## config.mk

```make
export PLATFORM = sky130hd
export DESIGN_NAME = multicycle_controller
export DESIGN_NICKNAME = d
export VERILOG_FILES = /design/src/rtl/mips_pkg.sv /design/src/rtl/aludec.sv /design/src/rtl/multicycle_controller.sv
export SDC_FILE = /design/constraint.sdc
export NUM_CORES = 1
export LEC_CHECK = 0
export CAP_MARGIN = 20
export CORE_UTILIZATION = 37
export CTS_BUF_LIST = sky130_fd_sc_hd__clkbuf_8
export CTS_CLUSTER_DIAMETER = 120
export DETAILED_ROUTE_END_ITERATION = 10
export MAX_ROUTING_LAYER = met4
export PLACE_DENSITY = 0.78
export SLEW_MARGIN = 0
export SYNTH_ARGS = -nofsm -noshare
export SYNTH_HDL_FRONTEND = slang
export SYNTH_HIERARCHICAL = 1
export SYNTH_SLANG_ARGS = --single-unit
export TNS_END_PERCENT = 20
```

## constraint.sdc

```tcl
create_clock -name CLK -period 1.8 [get_ports CLK]
set_input_delay 0.18 -clock CLK [delete_from_list [all_inputs] [get_ports CLK]]
set_output_delay 0.18 -clock CLK [all_outputs]
set_load 0.02 [all_outputs]
```

## src/rtl/mips_pkg.sv

```systemverilog
// Shared MIPS control definitions: opcodes, Funct codes, ALU encodings, FSM states.
// The JUMP state exists only when MULTICYCLE_JUMP_EN is defined.
package mips_pkg;

    localparam logic [5:0] OP_RTYPE = 6'b000000;
    localparam logic [5:0] OP_LW    = 6'b100011;
    localparam logic [5:0] OP_SW    = 6'b101011;
    localparam logic [5:0] OP_BEQ   = 6'b000100;
    localparam logic [5:0] OP_ADDI  = 6'b001000;
    localparam logic [5:0] OP_J     = 6'b000010;

    localparam logic [5:0] FN_ADD = 6'b100000;
    localparam logic [5:0] FN_SUB = 6'b100010;
    localparam logic [5:0] FN_AND = 6'b100100;
    localparam logic [5:0] FN_OR  = 6'b100101;
    localparam logic [5:0] FN_SLT = 6'b101010;

    localparam logic [2:0] ALU_AND = 3'b000;
    localparam logic [2:0] ALU_OR  = 3'b001;
    localparam logic [2:0] ALU_ADD = 3'b010;
    localparam logic [2:0] ALU_SUB = 3'b110;
    localparam logic [2:0] ALU_SLT = 3'b111;

    // ALU operation class chosen by the controller; aludec resolves it to ALUControl
    typedef enum logic [1:0] {
        ALUOP_ADD   = 2'b00,
        ALUOP_SUB   = 2'b01,
        ALUOP_FUNCT = 2'b10
    } aluop_e;

    typedef enum logic [3:0] {
        FETCH,
        DECODE,
        MEMADR,
        MEMRD,
        MEMWB,
        MEMWR,
        EXECUTE,
        ALUWB,
        BRANCH,
        ADDIEX,
`ifdef MULTICYCLE_JUMP_EN
        ADDIWB,
        JUMP
`else
        ADDIWB
`endif
    } state_e;

endpackage

```

## src/rtl/aludec.sv

```systemverilog
// ALU decoder: maps ALU-op class plus Funct to the 3-bit ALUControl code.
// Latency: purely combinational.
// Backpressure: none; output follows inputs every cycle.
module aludec
    import mips_pkg::*;
(
    input  logic [5:0] funct,
    input  aluop_e     alu_op,
    output logic [2:0] alu_control
);

    always_comb begin
        alu_control = ALU_ADD;
        case (alu_op)
            ALUOP_SUB: alu_control = ALU_SUB;
            ALUOP_FUNCT: begin
                case (funct)
                    FN_ADD:  alu_control = ALU_ADD;
                    FN_SUB:  alu_control = ALU_SUB;
                    FN_AND:  alu_control = ALU_AND;
                    FN_OR:   alu_control = ALU_OR;
                    FN_SLT:  alu_control = ALU_SLT;
                    default: alu_control = ALU_ADD;
                endcase
            end
            default: alu_control = ALU_ADD;
        endcase
    end

endmodule

```

## src/rtl/multicycle_controller.sv

```systemverilog
// Multicycle MIPS control FSM (lw, sw, R-type, beq, addi; j with MULTICYCLE_JUMP_EN).
// Latency: outputs combinational from state and inputs; lw 5, sw/R/addi 4, beq/j 3 cycles.
// Backpressure: FETCH, MEMRD and MEMWR hold until MemReady; synchronous active-low RST.
module multicycle_controller
    import mips_pkg::*;
(
    input  logic       CLK,
    input  logic       RST,
    input  logic [5:0] OP,
    input  logic [5:0] Funct,
    input  logic       Zero,
    input  logic       MemReady,
    output logic       IorD,
    output logic       IRWrite,
    output logic       MemWrite,
    output logic       RegDst,
    output logic       Mem2Reg,
    output logic       RegWrite,
    output logic       ALUSrcA,
    output logic [1:0] ALUSrcB,
    output logic [1:0] PCSrc,
    output logic [2:0] ALUControl,
    output logic       PCEn
);

    state_e state;
    aluop_e alu_op;

    always_ff @(posedge CLK) begin
        if (!RST) begin
            state <= FETCH;
        end else begin
            case (state)
                FETCH:   if (MemReady) state <= DECODE;
                DECODE: begin
                    case (OP)
                        OP_LW, OP_SW: state <= MEMADR;
                        OP_RTYPE:     state <= EXECUTE;
                        OP_BEQ:       state <= BRANCH;
                        OP_ADDI:      state <= ADDIEX;
`ifdef MULTICYCLE_JUMP_EN
                        OP_J:         state <= JUMP;
`endif
                        default:      state <= FETCH;
                    endcase
                end
                MEMADR:  state <= (OP == OP_SW) ? MEMWR : MEMRD;
                MEMRD:   if (MemReady) state <= MEMWB;
                MEMWR:   if (MemReady) state <= FETCH;
                EXECUTE: state <= ALUWB;
                ADDIEX:  state <= ADDIWB;
                default: state <= FETCH;
            endcase
        end
    end

    always_comb begin
        IorD     = 1'b0;
        IRWrite  = 1'b0;
        MemWrite = 1'b0;
        RegDst   = 1'b0;
        Mem2Reg  = 1'b0;
        RegWrite = 1'b0;
        ALUSrcA  = 1'b0;
        ALUSrcB  = 2'b00;
        PCSrc    = 2'b00;
        PCEn     = 1'b0;
        alu_op   = ALUOP_ADD;
        // In reset, present FETCH datapath steering with every write enable held off
        if (!RST) begin
            ALUSrcB = 2'b01;
        end else begin
            case (state)
                FETCH: begin
                    ALUSrcB = 2'b01;
                    IRWrite = MemReady;
                    PCEn    = MemReady;
                end
                DECODE:  ALUSrcB = 2'b11;
                MEMADR, ADDIEX: begin
                    ALUSrcA = 1'b1;
                    ALUSrcB = 2'b10;
                end
                MEMRD:   IorD = 1'b1;
                MEMWR: begin
                    IorD     = 1'b1;
                    MemWrite = MemReady;
                end
                MEMWB: begin
                    Mem2Reg  = 1'b1;
                    RegWrite = 1'b1;
                end
                EXECUTE: begin
                    ALUSrcA = 1'b1;
                    alu_op  = ALUOP_FUNCT;
                end
                ALUWB: begin
                    RegDst   = 1'b1;
                    RegWrite = 1'b1;
                end
                ADDIWB:  RegWrite = 1'b1;
                BRANCH: begin
                    ALUSrcA = 1'b1;
                    alu_op  = ALUOP_SUB;
                    PCSrc   = 2'b01;
                    PCEn    = Zero;
                end
`ifdef MULTICYCLE_JUMP_EN
                JUMP: begin
                    PCSrc = 2'b10;
                    PCEn  = 1'b1;
                end
`endif
                default: ;
            endcase
        end
    end

    aludec u_aludec (
        .funct       (Funct),
        .alu_op      (alu_op),
        .alu_control (ALUControl)
    );

endmodule
```

# Word-level counts from Yosys, hierarchy flattened
# Index checks and enable logic that the tools add are counted.
[classes]
n_eq_ne = 23
muxes = 30
n_reduce_logical = 8
[ops]
columns = ["cell", "n"]
rows = [
  ["$eq 6x6->1 const B", 6],
  ["$pmux 4 s7", 1],
  ["$mux 1", 17],
  ["$eq 4x3->1 const B", 4],
  ["$pmux 4 s4", 1],
  ["$eq 4x4->1 const B", 3],
  ["$mux 4", 3],
  ["$pmux 3 s4", 1],
  ["$eq 4x2->1 const B", 2],
  ["$eq 6x3->1 const B", 1],
  ["$eq 6x4->1 const B", 1],
  ["$logic_not 6->1", 1],
  ["$ne 2x2->1 const B", 3],
  ["$pmux 2 s3", 1],
  ["$pmux 3 s2", 1],
  ["$reduce_or 2->1", 3],
  ["$eq 4x1->1 const B", 1],
  ["$logic_not 4->1", 1],
  ["$mux 2", 2],
  ["$pmux 2 s2", 1],
  ["$reduce_or 4->1", 1],
  ["$mux 3", 1],
  ["$reduce_and 3->1", 1],
  ["$reduce_or 3->1", 1],
  ["other kinds (3)", 3],
]
[totals]
register_bits = 4
input_bits = 16
elab_cells = 62

# Logic depth before layout (Yosys ltp)
# Gate-level depths: netlist (run 1).
[depth]
depth_word = 5
ltp_mapped = 8
mapped_depth_nobuf = 8

# By module
# The synthesis (run 1) kept the hierarchy.
[modules_own_cells]
columns = ["module", "n_inst", "cells_per_inst", "area_per_inst_um2", "seq_area_each_um2"]
rows = [
  ["multicycle_controller", 1, 76, 503.0, 80.1],
  ["aludec", 1, 15, 118.9, 0.0],
]

# Least setup slack after synthesis (run 1)
# OpenSTA, ideal clock, no wires.
[synth_path]
path_kind = "reg-to-output"
startpoint = "register state[0]"
endpoint = "output ALUControl[2]"
arrival_ns = 1.865
t_required_ns = 1.620
slack_ns = -0.245
path_stages_with_launch = 8
path_cell_list = "dfxtp_1 buf_2 nand2b_1 nor3_1 inv_1 ha_1 nand4bb_1 o22ai_1"
[synth_between]
elab_chain_len = 5
elab_cells_between_ends = 7
classes_between = "eq/ne: 4; mux: 3"
[synth_lines]
columns = ["element", "line", "text"]
rows = [
  ["start, declared", "multicycle_controller.sv:26", "state_e state;"],
  ["start signal, assigned", "multicycle_controller.sv:47", "MEMADR: state <= (OP == OP_SW) ? MEMWR : MEMRD;"],
  ["$eq 4x4->1 / $eq 4x3->1 (equally long branches)", "multicycle_controller.sv:73", "case (state)"],
  ["$pmux 2 s2 (*)", "multicycle_controller.sv:73", ""],
  ["$mux 2 (*)", "multicycle_controller.sv:70", "if (!RST) begin"],
  ["via alu_op[0]", "multicycle_controller.sv:27", "aluop_e alu_op;"],
  ["$eq 2x2->1 / $eq 2x1->1 (equally long branches)", "aludec.sv:14", "case (alu_op)"],
  ["$pmux 3 s2 (*)", "aludec.sv:14", ""],
  ["end, declared", "multicycle_controller.sv:22", "output logic [2:0] ALUControl,"],
]
# Mark *: on every way through the listed nets, which the timed path passes. The rest lies on a longest branch.

# Worst setup path after layout (run 1)
# Same ends and word-level chain as after synthesis.

==> summary.md, run 1 <==
| Metric | Value |
|---|---|
| Clk buf depth | `2` |
| DRT Wirelength | `2710 µm` |
| Die height | `43.0 µm` |
| CP Buf/Inv Count | `1` |
| Switching Fraction | `26.4%` |
| Async SR Flop Fraction | `0%` |
| Cells after synthesis | `91` |
| Critical path's top delay family | `simple AND/OR/NAND/NOR gates` |
| Reg2reg path depth | `6` |
| Seq pwr share | `22.4%` |
| Largest register FFs | `4` |
| Clk slew on worst S/H paths | `0.03 ns` |
| Tightest Hold Check Type | `primary input to register` |
| Clk_lat worst skew | `0.22 ns` |
| Cell Pwr Density | `338 nW/µm²` |
| Placed Area | `1100 µm²` |
| Leading registers by flop count | `state: 4 flops` |
| Worst IR Drop VDD | `0.000268 V` |
| Num CTS Buffers | `3` |
| CP Class | `register to primary output` |
| Hold Vio Cnt, Final | `0` |
| Core Footprint | `1540 µm²` |
| Final Cycle Share | `109%` |
| Worst path arrival time | `1.78 ns` |
| FF-to-FF setup slack | `0.23 ns` |
| Via/cell ratio | `5.94` |
| Critical-path top delay cell | `dfxtp_1` |
| Critical-path maximum fanout | `3` |
| Min cycle time layout | `1.96 ns` |
| Setup TNS | `-0.505 ns` |
| Crit-path cells | `nor2_2, nand2_2, nor2_4, ha_4, nand4bb_4, o22ai_4, buf_6` |
| Fin worst setup slack | `-0.159 ns` |
| Reg-to-Reg Start | `state[0]` |
| Ys Warns | `6` |
| Crit path required time | `1.62 ns` |
| Multi-input logic area | `612 µm²` |
| Most common cell in the netlist | `nor2_1` |
| # IOs | `31` |
| Number of flops mapped to enable cells by yosys | `0` |
| Final Cell Area | `1240 µm²` |
| Largest net degree at the start of global routing | `15` |
| First-pass GRT wire length | `4260 µm` |
| Starting Density | `40.3%` |
| Comb pwr share | `32.6%` |
| Net Sw Power | `0.000110 W` |
| FF/Latch Area | `83.8 µm²` |
| Post-Syn Area | `622 µm²` |
| Synth-to-Final Area Change | `99.0%` |
| Net count after synthesis | `109` |
| CTS root buffer | `clkbuf_8` |
| Worst hold start | `RST` |
| Die area | `1850 µm²` |
| DRC | `0` |
| Clock Power Share | `45.0%` |
| Post-synthesis sequential area ratio | `12.9%` |
| Initial DRC Count | `44` |
| Number of clock sinks | `4` |
| Dpl hpwl | `1760 µm` |
| Share of post-route cells with drive strength above 1 | `41.8%` |
| Hold Buf Count CTS | `0` |
| Fin nets | `161` |
| Via Count | `932` |
| Final Skew | `0.00200 ns` |
| Grt total ovfl | `0` |
| Pwr Total | `0.000418 W` |
| Violated checks | `setup timing` |
| Drt wl/cell | `17.2 µm` |
| Fmax | `510 MHz` |
| Yosys top cell area share | `12.9%` |
| Antenna violations before repair | `0` |
| Die Wd | `43.0 µm` |
| Largest Register | `state` |
| Setup violations, final | `4` |
| Critical Path Max Stage Delay | `0.33 ns` |
| RSZ-0062 raised after global routing | `true` |
| Synth cell count leaders | `13 x nor2_1, 8 x nor3_1, 6 x nand2b_1` |
| CTS H-tree depth | `1` |
| Hold Path End | `state[2]` |
| Total iterations of the first detailed-routing run | `4` |
| Fillers | `119` |
| Top_reg_cell synth | `dfxtp_1` |
| Vias in the first global route | `847` |
| Critical Path Start Type | `register` |
| Leak pwr | `0.503 nW` |
| FF-to-FF End | `state[2]` |
| Cell variety after synth | `39` |
| Max-cap violations | `0` |
| Ant. Diodes | `0` |
| # port buffers | `29` |
| Largest area contributor in the netlist | `dfxtp_1` |
| Syn_area_per_cell | `6.83 µm²` |
| Outcome | `complete, but fails checks` |
| Yosys reg bits | `4` |
| DRT antenna net count | `0` |
| Slew Viols, Final | `0` |
| Setup crit end kind | `primary output` |
| Synth area leaders | `dfxtp_1 13%, nor2_1 7.8%, nor3_1 6.4%` |
| Hold Crit Depth | `4` |
| Num rows | `14` |
| Routability congestion estimate | `0.871` |
| GR Util All Layers | `32.0%` |
| CTS tree | `done` |
| Int Power | `0.000308 W` |
layout make-up:
type                    count  area share [%]
inverters                   4            1.21
clock buffers               3            3.34
repair buffers             54            37.6
well taps                  16            1.62
flip-flops and latches      4            6.77
multi-input cells          76            49.4
power groups by stage:
stage | clock [W] | combinational (W) | sequential [W]
global route | 0.000196 | 0.000144 | 0.0000939
finish | 0.000188 | 0.000136 | 0.0000938
floorplan | 0 | 0.0000480 | 0.0000930
global placement | 0 | 0.000124 | 0.0000939
CTS | 0.000189 | 0.000129 | 0.0000930
detailed placement | 0 | 0.000127 | 0.0000940
metrics by stage:
step / instances / setup slack, ns / util, % / hold WS (ns)
floorplan: 91 / -0.00745 / - / 0.358
CTS: 157 / -0.155 / 76.2 / 0.549
detailed placement: 153 / -0.820 / 71.7 / 0.671
global route: 157 / -0.206 / 80.3 / 0.574
global placement: 153 / -0.690 / 71.7 / 0.657
finish: 157 / -0.159 / 80.3 / 0.545
layout by cell type, fill, tap and decap left out, drive strengths merged, types with 2 or more instances in the layout:
cell           netlist  routed
buf                  5      28
clkdlybuf4s50        0      14
nor2                14      14
nor3                 9       9
dlygate4sd2          0       7
nand2b               6       6
o21ai                5       5
clkbuf               2       5
inv                  4       4
nand2                4       4
a21oi                4       4
dfxtp                4       4
nand4bb              3       3
nor4                 2       2
o21a                 2       2
nand3                2       2
nor4b                2       2
xnor2                2       2
or3b                 2       2
a211oi               2       2
clkdlybuf4s15        0       2
ha                   2       2
nor2b                2       2
worst min-delay path: stages:
cell and delay, ns:
clkdlybuf4s15_1 0.24, inv_1 0.12, buf_4 0.14, a311oi_2 0.04
what timing repair did:
item,in CTS,in global routing
gates resized for setup,33,25
pin swaps,1,5
setup endpoints to repair,14,8
endpoints found under the hold margin,0,0
buffers inserted,1,0
logic make-up after synthesis:
group	count (synthesis)	share of synthesized area, %
AO/OA/AOI/OAI	18	19.1
XOR/XNOR	3	4.23
adder cells (fa/ha/maj)	2	4.02
buffers and inverters	11	9.05
flip-flops	4	12.9
multiplexers	1	1.61
other	1	0.603
AND/OR/NAND/NOR	51	48.5
per-layer routing:
| layer | part of all wire [%] | wire length [µm] | GRT usage, % |
|---|---|---|---|
| met1 | 39 | 1060 | 38.9 |
| met2 | 49 | 1330 | 53.3 |
| met3 | 7.0 | 189 | 2.55 |
| met4 | 4.5 | 121 | 15.2 |
| met5 | 0 | 0 | - |
how the worst max path moves through the flow:
| stage | start | to | slack (ns) | depth (start not counted) |
|---|---|---|---|---|
| 2_1_floorplan | state[2] | ALUControl[0] | -0.007 | 7 |
| 3_3_place_gp | RST | ALUControl[0] | -0.69 | 9 |
| 3_5_place_dp | RST | ALUControl[0] | -0.82 | 9 |
| 4_1_cts | state[0] | ALUControl[1] | -0.16 | 8 |
| 5_1_grt | state[0] | ALUControl[2] | -0.21 | 7 |
| 6_report | state[0] | ALUControl[2] | -0.16 | 7 |
No activity file was read; power rests on OpenSTA's default activity.
==> inputs of run 2 (changes only) <==
--- a/config.mk
+++ b/config.mk
@@ -6,6 +6,7 @@
 export NUM_CORES = 1
 export LEC_CHECK = 0
 export CAP_MARGIN = 20
+export CORE_MARGIN = 2
 export CORE_UTILIZATION = 37
 export CTS_BUF_LIST = sky130_fd_sc_hd__clkbuf_8
 export CTS_CLUSTER_DIAMETER = 120
==> constraint.sdc (replaced) <==
create_clock -name CLK -period 1.8 [get_ports CLK]
set_input_delay 0.18 -clock CLK [delete_from_list [all_inputs] [get_ports CLK]]
set_output_delay 0.18 -clock CLK [all_outputs]
set_load 0.005 [all_outputs]
==> run 2 against run 1 <==
Net effect: the flow still finishes with violations (setup timing); via count decreased by 1.3%; sequential power decreased by 1%; critical path depth increased by 1; maximum frequency increased by 5.7%; final cell count increased by 2.5%; combinational power decreased by 4%; clock power increased by 4%; clock skew increased by 0.0014 ns; highest routed layer unchanged.
==> summary.md, run 2 (synthesis gave the netlist of run 1 again) <==
| Metric | Value |
|---|---|
| Outcome | `complete, but fails checks` |
| Violated checks | `setup timing` |
| Met3 wire length | `179 µm (-5.3%)` |
| Largest Register | `state` |
| Pwr Total | `0.000417 W (-0.21%)` |
| First-pass GRT wire length | `3910 µm (-8.3%)` |
| Reg-to-Reg Start | `state[0]` |
| Initial DRC Count | `37 (-16%)` |
| Non-Filler Instances | `161 (+2.5%)` |
| Clk_lat worst skew | `0.22 ns (about the same)` |
| Critical-path top delay cell | `dfxtp_2` |
| Die Wd | `45.0 µm (+4.7%)` |
| Ant. Diodes | `0 (unchanged)` |
| Cell Pwr Density | `329 nW/µm² (-2.7%)` |
| Final Cycle Share | `103% (-5.9 points)` |
| Commonest non-fill, non-tap cells in the layout | `26 x buf_4, 16 x clkdlybuf4s50_1, 11 x nor2_1` |
| Pre-CTS worst setup slack | `-0.653 ns (+0.166 ns)` |
| Vias in the first global route | `891 (+5.2%)` |
| Setup violations, final | `3 (-1)` |
| Crit-path cells | `nor2_2, nand2_2, nor2_4, ha_4, buf_4, nor3_2, a31oi_1, buf_2` |
| Top layer in use | `met4` |
| Reg2reg path depth | `6 (unchanged)` |
| Multi-input logic area | `591 µm² (-3.5%)` |
| Crit path required time | `1.62 ns (about the same)` |
| Worst hold start | `RST` |
| Starting Density | `40.3% (unchanged)` |
| Max-cap violations | `0 (unchanged)` |
| Final Skew | `0.00340 ns (+0.00140 ns)` |
| Number of clock sinks | `4 (unchanged)` |
| Placed cells | `157 (+2.6%)` |
| CTS tree | `done` |
| Clk buf depth | `2 (unchanged)` |
| Fin nets | `165 (+2.5%)` |
| Dpl hpwl | `1680 µm (-4.4%)` |
| Num rows | `14 (unchanged)` |
| Critical Path Max Stage Delay | `0.35 ns (+0.02 ns)` |
| Antenna violations before repair | `0 (unchanged)` |
| DRT antenna net count | `0 (unchanged)` |
| FF/Latch Area | `90.1 µm² (+7.5%)` |
| CP Launch Point | `state[0]` |
| DRT Wirelength | `2610 µm (-3.5%)` |
| Core Footprint | `1540 µm² (unchanged)` |
| Worst IR Drop VDD | `0.000221 V (-18%)` |
| Clk slew on worst S/H paths | `0.03 ns (about the same)` |
| Critical-path maximum fanout | `4 (+1)` |
| GR Util All Layers | `27.6% (-4.4 points)` |
| Fillers | `99 (-17%)` |
| Synth-to-Final Area Change | `104%` |
| Largest register FFs | `4 (unchanged)` |
| Die area | `2020 µm² (+9.5%)` |
| Min cycle time layout | `1.85 ns (-0.106 ns)` |
| Share of post-route cells with drive strength above 1 | `39.3% (-2.5 points)` |
| Leading registers by flop count | `state: 4 flops` |
| Fmax | `540 MHz (+5.7%)` |
| Met1 WL | `975 µm (-8.1%)` |
| Largest net degree at the start of global routing | `11 (-4)` |
| CP Class | `register to primary output` |
| Critical Path End | `ALUControl[1]` |
| Total iterations of the first detailed-routing run | `4 (unchanged)` |
| Tightest Hold Check Type | `primary input to register` |
| # IOs | `31 (unchanged)` |
| Num CTS Buffers | `3 (unchanged)` |
| FF-to-FF End | `state[2]` |
| Met2 wire length | `1410 µm (+6.1%)` |
| CTS H-tree depth | `1 (unchanged)` |
| # port buffers | `29 (unchanged)` |
| Grt total ovfl | `0 (unchanged)` |
| RSZ-0062 raised after global routing | `true` |
| Leak pwr | `0.576 nW (+15%)` |
| Most common cell after layout, fill and taps aside | `buf_4` |
| Worst path arrival time | `1.67 ns (-0.11 ns)` |
| FF-to-FF setup slack | `0.17 ns (-0.06 ns)` |
| Routability congestion estimate | `0.856 (-1.8%)` |
| Via/cell ratio | `5.71 (-3.7%)` |
| Fin worst setup slack | `-0.0528 ns (+0.106 ns)` |
| Setup crit end kind | `primary output` |
| Critical Path Start Type | `register` |
| Hold Vio Cnt, Final | `0 (unchanged)` |
| CTS root buffer | `clkbuf_8` |
| Die height | `45.0 µm (+4.7%)` |
| DRC | `0 (unchanged)` |
| Slew Viols, Final | `0 (unchanged)` |
| Via Count | `920 (-1.3%)` |
| Drt wl/cell | `16.2 µm (-5.9%)` |
## run 2: cell types whose count changed in the layout (fill, tap and decap cells not counted), sizes merged
cell / delta
clkdlybuf4s15: -1
buf: +4
dlymetal6s2s: +3
clkbuf: -2
clkdlybuf4s50: +2
dlygate4sd2: -2
## run 2: stage by stage
stage          TNS [ns]  util (%)  hold slack [ns]  area, µm²
6_report         -0.104      82.3            0.562       1270
5_1_grt          -0.294      82.3            0.594       1270
4_1_cts          -0.171      79.1            0.527       1220
3_5_place_dp      -2.19      71.8            0.656       1110
3_3_place_gp      -1.93      71.8            0.641       1110
2_1_floorplan         0         -            0.358        627
## run 2: how the worst min path moves through the flow
stage / end / slack, ns / cells after the start
after floorplan: state[3] / 0.36 / 2
after global placement: state[0] / 0.64 / 2
after detailed placement: state[0] / 0.66 / 2
after CTS: state[2] / 0.53 / 4
after global routing: state[2] / 0.59 / 4
final: state[2] / 0.56 / 4
## run 2: layout make-up
class                           count  area share (%)
Clock buffer                        3            3.25
Multi-Input combinational cell     76            46.5
Tap cell                           16            1.58
Sequential cell                     4            7.10
Inverter                            4            1.18
Timing Repair Buffer               58            40.3
## run 2: routing by layer
metal	vias to the layer above	track usage [%]
met2	44	47.4
met5	-	-
met3	4	5.60
li1	439	-
met1	433	31.7
met4	0	9.41
## run 2: timing repair
action | CTS | global route
pin swaps | 6 | 2
setup endpoints to repair | 14 | 9
gates resized for setup | 36 | 13
setup buffers | 1 | 0
hold buffers | 0 | 0
## run 2: power by group
| group | switching (W) | internal [W] | leakage, nW |
|---|---|---|---|
| clock network | 0.0000516 | 0.000143 | 0.0216 |
| logic | 0.0000531 | 0.0000767 | 0.520 |
| registers | 0.00000395 | 0.0000887 | 0.0349 |
| total | 0.000109 | 0.000308 | 0.576 |
## run 2: critical path: cells and delay by family (launching register included)
family                     cells  cell delay (ns)
AOI/OAI and AO/OA              1             0.06
and+or+nand+nor                4             0.55
DFF                            1             0.35
buffers and inverters          2             0.28
adders and majority gates      1             0.22
